[src/rtl/riscv_ctrl_pkg.sv]
// Shared control definitions: main-control opcodes plus the memory-access
// unit's FSM state and request-type encodings.
package riscv_ctrl_pkg;

    localparam logic [6:0] OPC_RTYPE  = 7'b0110011;
    localparam logic [6:0] OPC_ITYPE  = 7'b0010011;
    localparam logic [6:0] OPC_LOAD   = 7'b0000011;
    localparam logic [6:0] OPC_STORE  = 7'b0100011;
    localparam logic [6:0] OPC_BRANCH = 7'b1100011;
    localparam logic [6:0] OPC_JAL    = 7'b1101111;
    localparam logic [6:0] OPC_JALR   = 7'b1100111;
    localparam logic [6:0] OPC_LUI    = 7'b0110111;
    localparam logic [6:0] OPC_AUIPC  = 7'b0010111;

    typedef enum logic [1:0] {
        ST_IDLE   = 2'd0,
        ST_ACCESS = 2'd1,
        ST_DONE   = 2'd2
    } mau_state_t;

    typedef enum logic [1:0] {
        REQ_NONE    = 2'd0,
        REQ_LOAD    = 2'd1,
        REQ_STORE   = 2'd2,
        REQ_ILLEGAL = 2'd3
    } req_type_t;

    function automatic req_type_t decode_req(input logic mem_read, input logic mem_write);
        req_type_t t;
        case ({mem_read, mem_write})
            2'b10:   t = REQ_LOAD;
            2'b01:   t = REQ_STORE;
            2'b11:   t = REQ_ILLEGAL;
            default: t = REQ_NONE;
        endcase
        return t;
    endfunction

endpackage

[src/rtl/data_mem.sv]
// Word-addressed data memory: synchronous write, registered read.
// Contents are intentionally not reset.
module data_mem #(
    parameter int DEPTH = 64,
    parameter int AW    = $clog2(DEPTH)
) (
    input  logic          clk,
    input  logic          i_we,
    input  logic          i_re,
    input  logic [AW-1:0] i_addr,
    input  logic [31:0]   i_wdata,
    output logic [31:0]   o_rdata
);

    logic [31:0] r_mem [DEPTH];
    logic [31:0] r_rdata_q;

    always_ff @(posedge clk) begin
        if (i_we) begin
            r_mem[i_addr] <= i_wdata;
        end
        if (i_re) begin
            r_rdata_q <= r_mem[i_addr];
        end
    end

    assign o_rdata = r_rdata_q;

endmodule

[src/rtl/mem_access_unit.sv]
// Multi-cycle load/store unit: IDLE/ACCESS/DONE FSM with a LATENCY-cycle
// access window, stalling upstream and producing the register writeback.
module mem_access_unit
    import riscv_ctrl_pkg::*;
#(
    parameter int DEPTH   = 64,
    parameter int LATENCY = 2
) (
    input  logic        clk,
    input  logic        rst,
    input  logic        MemRead,
    input  logic        MemWrite,
    input  logic        MemToReg,
    input  logic        RegWrite,
    input  logic [31:0] alu_result,
    input  logic [31:0] wdata,
    output logic        stall,
    output logic        wb_valid,
    output logic [31:0] wb_data,
    output logic        err
);

    localparam int         AW   = $clog2(DEPTH);
    localparam logic [3:0] LAT4 = 4'(LATENCY);

    mau_state_t    r_state;
    logic [3:0]    r_cnt;
    req_type_t     r_type;
    logic [AW-1:0] r_idx;
    logic [31:0]   r_wdata;
    logic [31:0]   r_alu;
    logic          r_regwrite;
    logic          r_memtoreg;
    logic          r_wb_valid;
    logic [31:0]   r_wb_data;
    logic          r_wb_mem;
    logic          r_err;

    req_type_t     w_req;
    logic          w_misaligned;
    logic          w_accept;
    logic          w_last;
    logic          w_mem_we;
    logic          w_mem_re;
    logic [31:0]   w_rdata;

    assign w_req        = decode_req(MemRead, MemWrite);
    assign w_misaligned = |alu_result[1:0];
    assign w_accept     = (r_state == ST_IDLE) && !w_misaligned &&
                          ((w_req == REQ_LOAD) || (w_req == REQ_STORE));
    assign w_last       = (r_state == ST_ACCESS) && (r_cnt == 4'd1);
    assign w_mem_we     = w_last && (r_type == REQ_STORE) && !rst;
    assign w_mem_re     = w_last && (r_type == REQ_LOAD) && !rst;

    assign stall = !rst && (w_accept || (r_state == ST_ACCESS));

    data_mem #(
        .DEPTH (DEPTH),
        .AW    (AW)
    ) u_data_mem (
        .clk     (clk),
        .i_we    (w_mem_we),
        .i_re    (w_mem_re),
        .i_addr  (r_idx),
        .i_wdata (r_wdata),
        .o_rdata (w_rdata)
    );

    always_ff @(posedge clk) begin
        if (rst) begin
            r_state    <= ST_IDLE;
            r_cnt      <= '0;
            r_wb_valid <= 1'b0;
            r_wb_data  <= '0;
            r_wb_mem   <= 1'b0;
            r_err      <= 1'b0;
        end else begin
            r_wb_valid <= 1'b0;
            r_err      <= 1'b0;
            case (r_state)
                ST_IDLE: begin
                    if (w_accept) begin
                        r_state    <= ST_ACCESS;
                        r_cnt      <= LAT4;
                        r_idx      <= alu_result[AW+1:2];
                        r_wdata    <= wdata;
                        r_type     <= w_req;
                        r_regwrite <= RegWrite;
                        r_memtoreg <= MemToReg;
                        r_alu      <= alu_result;
                    end else if (w_req == REQ_NONE) begin
                        r_wb_valid <= RegWrite;
                        if (RegWrite) begin
                            r_wb_data <= alu_result;
                        end
                    end else begin
                        r_err <= 1'b1;
                    end
                end
                ST_ACCESS: begin
                    if (r_cnt == 4'd1) begin
                        r_state <= ST_DONE;
                        r_cnt   <= '0;
                        if ((r_type == REQ_LOAD) && r_regwrite) begin
                            r_wb_valid <= 1'b1;
                            if (r_memtoreg) begin
                                r_wb_mem <= 1'b1;
                            end else begin
                                r_wb_data <= r_alu;
                            end
                        end
                    end else begin
                        r_cnt <= r_cnt - 4'd1;
                    end
                end
                ST_DONE: begin
                    // rdata_q is only valid from DONE on, so wb_data shows it
                    // directly for that cycle and keeps a copy for the hold.
                    r_state <= ST_IDLE;
                    if (r_wb_mem) begin
                        r_wb_data <= w_rdata;
                        r_wb_mem  <= 1'b0;
                    end
                end
                default: r_state <= ST_IDLE;
            endcase
        end
    end

    assign wb_valid = r_wb_valid;
    assign wb_data  = r_wb_mem ? w_rdata : r_wb_data;
    assign err      = r_err;

endmodule

[config.mk]
export PLATFORM = sky130hd
export DESIGN_NAME = mem_access_unit
export DESIGN_NICKNAME = d
export VERILOG_FILES = /design/src/rtl/riscv_ctrl_pkg.sv /design/src/rtl/data_mem.sv /design/src/rtl/mem_access_unit.sv
export SDC_FILE = /design/constraint.sdc
export NUM_CORES = 2
export LEC_CHECK = 0
export BUFFER_PORTS_ARGS = -buffer_cell sky130_fd_sc_hd__buf_2
export CORE_MARGIN = 4
export CORE_UTILIZATION = 45
export DETAILED_ROUTE_END_ITERATION = 10
export SLEW_MARGIN = 10
export SYNTH_ARGS = -nofsm -noshare
export SYNTH_HDL_FRONTEND = slang
export SYNTH_SLANG_ARGS = --single-unit
[constraint.sdc]
create_clock -name clk -period 7.7 [get_ports clk]
set_clock_uncertainty 0.2 [all_clocks]
set_input_delay 1.155 -clock clk [delete_from_list [all_inputs] [get_ports clk]]
set_output_delay 1.155 -clock clk [all_outputs]
set_load 0.05 [all_outputs]
---- Word level (Yosys, flattened, before mapping) ----
Memories as Yosys holds them, arrays and structs flattened. A register that Yosys moved wholly into a read port is not among the register bits.
Index checks and enable logic that the tools add are counted.
storage, ports and cells
  register bits ........................... 115
  RAM bits ................................ 2048
  input bits .............................. 70
  output and inout port bits .............. 35
  logic and storage cells ................. 86
  memories kept ........................... 1
operators by class
  add/subtract/negate cells ............... 1
  equality and inequality tests ........... 18
  mux-type cells .......................... 27
  bitwise gates (word level) .............. 2
  reductions and logical operators ........ 25
memory list
  memory            depth  bits a word  read ports  clocked after Yosys merged registers in  wr ports  RTL line        text
  u_data_mem.r_mem  64     32           1           1                                        1         data_mem.sv:15  logic [31:0] r_mem [DEPTH];
operator list
  kind                                               number
  2-to-1 mux 32 bit                                  7
  one-hot mux 32 bit (3 select lines)                1
  == test 2 bit (second input constant)              5
  2-to-1 mux 1 bit                                   10
  != test 2 bit (second input constant)              5
  logical AND 1 bit                                  9
  == test 2 x 1 -> 1 bit (second input constant)     4
  2-to-1 mux 4 bit                                   2
  one-hot mux 4 bit (2 select lines)                 1
  AND reduction 7 bit                                1
  != test 2 x 1 -> 1 bit (second input constant)     3
  one-hot mux 2 bit (3 select lines)                 1
  == test 4 x 1 -> 1 bit (second input constant)     1
  logical NOT 2 bit                                  2
  2-to-1 mux 2 bit                                   2
  one-hot mux 1 bit (2 select lines)                 2
  one-hot mux 2 bit (2 select lines)                 1
  AND reduction 2 bit                                2
  AND reduction 4 bit                                1
  nonzero test 2 bit                                 2
  subtractor 4 x 1 -> 4 bit (second input constant)  1
  AND reduction 3 bit                                1
  nonzero test 3 bit                                 1
  OR reduction 3 bit                                 1
  4 further kinds                                    7

---- Longest topological paths before layout ----
  depth in word-level cells ............... 7
  mapped depth ............................ 12
  gate-level depth less buffers ........... 8

---- By module ----
Synthesis repeated with hierarchy kept, for this count alone.
unflattened totals
  cell total of the unflattened synthesis .. 4615
  area, all modules ....................... 84115.7 um^2
modules (own cells, without submodules)
  module           instances  cells an instance  area an instance (um^2)  seq. area each (um^2)
  data_mem         1          4239               79248.5                  62459.9
  mem_access_unit  1          376                4867.2                   2862.7

---- Least setup slack after synthesis ----
Ideal clock, no wire load.
  path type ............................... input to register
  start point ............................. input MemRead
  end point ............................... register r_alu[0] (enable)
  library setup time ...................... 0.494 ns
  arrival ................................. 4.446 ns
  required time ........................... 7.006 ns
  setup slack ............................. 2.559 ns
  stages .................................. 4
  path buffers ............................ 0
  cell sequence ........................... inv_1 -> ha_1 -> nand3_1 -> nor2_1
on the way
  longest elaborated chain between the ends .. 6
  elaborated cells between the ends (all ways) .. 9
  classes of those cells .................. eq/ne (5); mux (1); reduce/logical (3)
ends and longest elaborated chain
  what                                                            RTL line               text
  start, declared                                                 mem_access_unit.sv:11  input logic MemRead,
  == test 2 bit / == test 2 x 1 -> 1 bit (equally long branches)  riscv_ctrl_pkg.sv:30   case ({mem_read, mem_write})
  one-hot mux 2 bit (3 select lines) (*)                          riscv_ctrl_pkg.sv:30
  == test 2 x 1 -> 1 bit / == test 2 bit (equally long branches)  mem_access_unit.sv:50  ((w_req == REQ_LOAD) || (w_req == REQ_STORE));
  logical OR 1 bit (*)                                            mem_access_unit.sv:50
  logical AND 1 bit (*)                                           mem_access_unit.sv:49  assign w_accept = (r_state == ST_IDLE) && !w_misaligned &&
  AND reduction 3 bit (no line) (*)                               -
  end signal, assigned                                            mem_access_unit.sv:90  r_alu <= alu_result;
  end, declared                                                   mem_access_unit.sv:31  logic [31:0] r_alu;
Every way passes the cells marked *; elsewhere a longest branch is shown, timed or not.
A chain may end at the register's enable or synchronous reset.

==> results.sh <==
export IMPL_status="complete, no violations"
export IMPL_ys_types=62
export IMPL_required_ns=8.06
export IMPL_critical_path_most_common_cell="buf_4"
export IMPL_grt_pass1_vias=46200
export IMPL_p_per_area_nw_per_um2=255
export IMPL_reg2reg_to="u_data_mem.o_rdata[22]"
export IMPL_setup_tns_ns=0
export IMPL_startpoint="r_idx[0]"
export IMPL_fin_crit_ns=5.21
export IMPL_htreeDepth=4
export IMPL_final_max_slew_viol_count=0
export IMPL_post_place_ws_ns=2.47
export IMPL_cts_resized=0
export IMPL_p_clk_share_pct=43.1
export IMPL_root_buffer="clkbuf_16"
export IMPL_clockBufferDepth=3
export IMPL_cp_max_fo=49
export IMPL_cts_sinks=2189
export IMPL_synth_edf_count=2148
export IMPL_p_seq_share_pct=54.3
export IMPL_fp_dieW_um=438
export IMPL_final_antenna_net_count=0
export IMPL_cap_violations=0
export IMPL_rsz0062_at_grt="no"
export IMPL_regToRegSetupSlack_ns=2.49
export IMPL_cts_setup_buffers=0
export IMPL_grt_pass1_wl_um=352000
export IMPL_finalHoldViolCount=0
export IMPL_ctsHoldBuffers=0
export IMPL_ys_ff_latch=2189
export IMPL_mostFrequentLayoutCell="edfxtp_1"
export IMPL_fillCellCount=14800
export IMPL_drtIter0Drc=6849
export IMPL_placedInstanceArea_um2=87000
export IMPL_switching_share_pct=20.7
export IMPL_whs_ns=0.282
export IMPL_synthFlopType="edfxtp_1"
export IMPL_antenna_found_initial=9
export IMPL_vias_per_cell=6.38
export IMPL_min_path_type="in2reg"
export IMPL_arrival_ns=5.58
export IMPL_period_share_pct=67.7
export IMPL_relSlewSlack_pct=10.4
export IMPL_r2r_start="r_idx[0]"
export IMPL_cp_slowest_cell="nor3_1"
export IMPL_first_pass_iters=6
export IMPL_rr_worst_depth=10
export IMPL_synthCells=4803
export IMPL_start_kind="flop"
export IMPL_totalWireLength_um=251000
export IMPL_layout_common_cells="edfxtp_1 (2,148), a22oi_1 (410), a221oi_1 (286)"
export IMPL_stdcell_area_um2=93900
export IMPL_internal_power_uw=19000
export IMPL_cp_cell_sequence="buf_12, buf_4, nor3b_2, buf_4, buf_4, a22oi_1, a21oi_1, nor3_1, o311a_1, nand4_1"
export IMPL_drive_gt1_share_pct=15.5
export IMPL_ir_drop_uv=247
export IMPL_crit_family="buffers and inverters"
export IMPL_p_comb_share_pct=2.7
export IMPL_syn_nets=4884
export IMPL_worstMarginPinSlew_ns=1.33
export IMPL_cts_made_buffers=218
export IMPL_gp_congestion=0.966
export IMPL_port_buffers=104
export IMPL_path_buf_inv=4
export IMPL_core_area_um2=183000
export IMPL_cts_tree="yes"
export IMPL_crit_type="reg2reg"
export IMPL_detailed_place_hpwl_um=144000
export IMPL_finalPower_uw=23900
export IMPL_rows=157
export IMPL_route_detailed_drc=0
export IMPL_avgSynthCellArea_um2=17.3
export IMPL_setup_viol=0
export IMPL_grt_max_degree=162
export IMPL_critical_path_cell_count=10
export IMPL_ios=105
export IMPL_clk_pin_slew_worst_paths_ns=0.06
export IMPL_synth_warning_count=0
export IMPL_start_util_pct=45.3
export IMPL_p_switching_uw=4950
export IMPL_synthArstFlopShare_pct=0
export IMPL_vias=48300
export IMPL_areaGrowthSynthToFinish_pct=12.9
export IMPL_fin_ws_ns=2.49
export IMPL_synth_area_um2=83200
export IMPL_end_kind="flop"
export IMPL_die_h_um=438
export IMPL_ys_seq_area_share_pct=78.6
export IMPL_clk_latency_ns=0.85
export IMPL_crit_end="u_data_mem.o_rdata[22]"
export IMPL_overflow=0
export IMPL_die_area_um2=192000
export IMPL_power_leakage_uw=0.0291
export IMPL_slowest_delay_ns=1.00
export IMPL_max_clock_freq_mhz=192
export IMPL_routedWlPerCell_um=33.1
export IMPL_grtUsageTotal_pct=25.6
export IMPL_nets=4999
## power by group through the flow
| stage | registers (µW) | logic [µW] | clock network [µW] |
|---|---|---|---|
| finish | 13000 | 634 | 10300 |
| global route | 13000 | 662 | 10900 |
| CTS | 13000 | 625 | 10400 |
| detailed placement | 13200 | 624 | 0 |
| global placement | 13200 | 617 | 0 |
| floorplan | 13300 | 328 | 0 |
## stage by stage
step / util [%] / instances
2_1_floorplan: - / 4803
3_3_place_gp: 47.4 / 7161
3_5_place_dp: 47.4 / 7161
4_1_cts: 51.2 / 7562
5_1_grt: 51.2 / 7564
6_report: 51.2 / 7570
## layer usage
layer | global-route usage [%] | routed length [µm]
met5 | 0 | 0
met4 | 10.9 | 11400
met3 | 6.06 | 26400
met2 | 38.8 | 114000
met1 | 35.5 | 98400
## kinds of logic (layout without fill, tap and decap cells)
kind of cell / Yosys count / after routing / synth area share [%]
flip-flops: 2189 / 2189 / 78.6
adder cells (fa/ha/maj): 11 / 11 / 0.166
multiplexers: 306 / 306 / 4.33
AND/OR/NAND/NOR: 508 / 508 / 2.72
buffers and inverters: 374 / 670 / 2.06
other: 0 / 7 / 0
AO/OA/AOI/OAI: 1415 / 1415 / 12.2
## final cells by class
| type | instances | area [µm²] | area share [%] |
|---|---|---|---|
| Sequential cell | 2189 | 65300 | 69.6 |
| Multi-Input combinational cell | 2240 | 16700 | 17.8 |
| Inverter | 12 | 50.0 | 0.0533 |
| Clock inverter | 123 | 1120 | 1.19 |
| Antenna cell | 7 | 17.5 | 0.0187 |
| Timing Repair Buffer | 257 | 1840 | 1.96 |
| Clock buffer | 278 | 5750 | 6.13 |
| Tap cell | 2464 | 3080 | 3.28 |
## worst reg2reg max path: stages, from the launching register on
cell	delay, ns
edfxtp_1	0.65
buf_12	0.39
buf_4	0.59
nor3b_2	0.14
buf_4	0.30
buf_4	0.46
a22oi_1	0.39
a21oi_1	0.18
nor3_1	1.00
o311a_1	0.50
nand4_1	0.13
## synth_stat cells (all sizes together), types with 41 or more instances
library cell / number / share of area, %
edfxtp: 2148 / 78
a22oi: 410 / 3.7
a221oi: 287 / 3.0
nor2: 284 / 1.3
a21oi: 220 / 1.3
buf: 185 / 1.2
clkbuf: 177 / 0.80
mux2i: 167 / 2.0
o21ai: 152 / 0.91
mux2: 107 / 1.5
o22ai: 93 / 0.70
nand2: 69 / 0.31
a211oi: 68 / 0.61
nor3: 54 / 0.32
dfxtp: 41 / 0.99
o211ai: 41 / 0.37
## registers in the layout, indices dropped and copies added (netlist names)
signal and cells:
r_cnt 4, r_wb_mem 1, r_idx 5, r_regwrite 1, r_type 2, u_data_mem.o_rdata 32
wb_valid 1, r_alu 27, err 1, r_state 2, r_wb_data 32, r_memtoreg 1
u_data_mem.r_mem 2048, r_wdata 32
## worst min-delay path by stage
| stage | start | cells after the start | end |
|---|---|---|---|
| after floorplan | r_wb_data[0] | 2 | r_wb_data[0] |
| after global placement | r_wb_data[28] | 2 | r_wb_data[28] |
| after detailed placement | r_wb_data[9] | 2 | r_wb_data[9] |
| after CTS | wdata[9] | 1 | r_wdata[9] |
| after global routing | wdata[9] | 1 | r_wdata[9] |
| final | wdata[0] | 1 | r_wdata[0] |
Note: power is estimated with default switching activity, not from simulation.
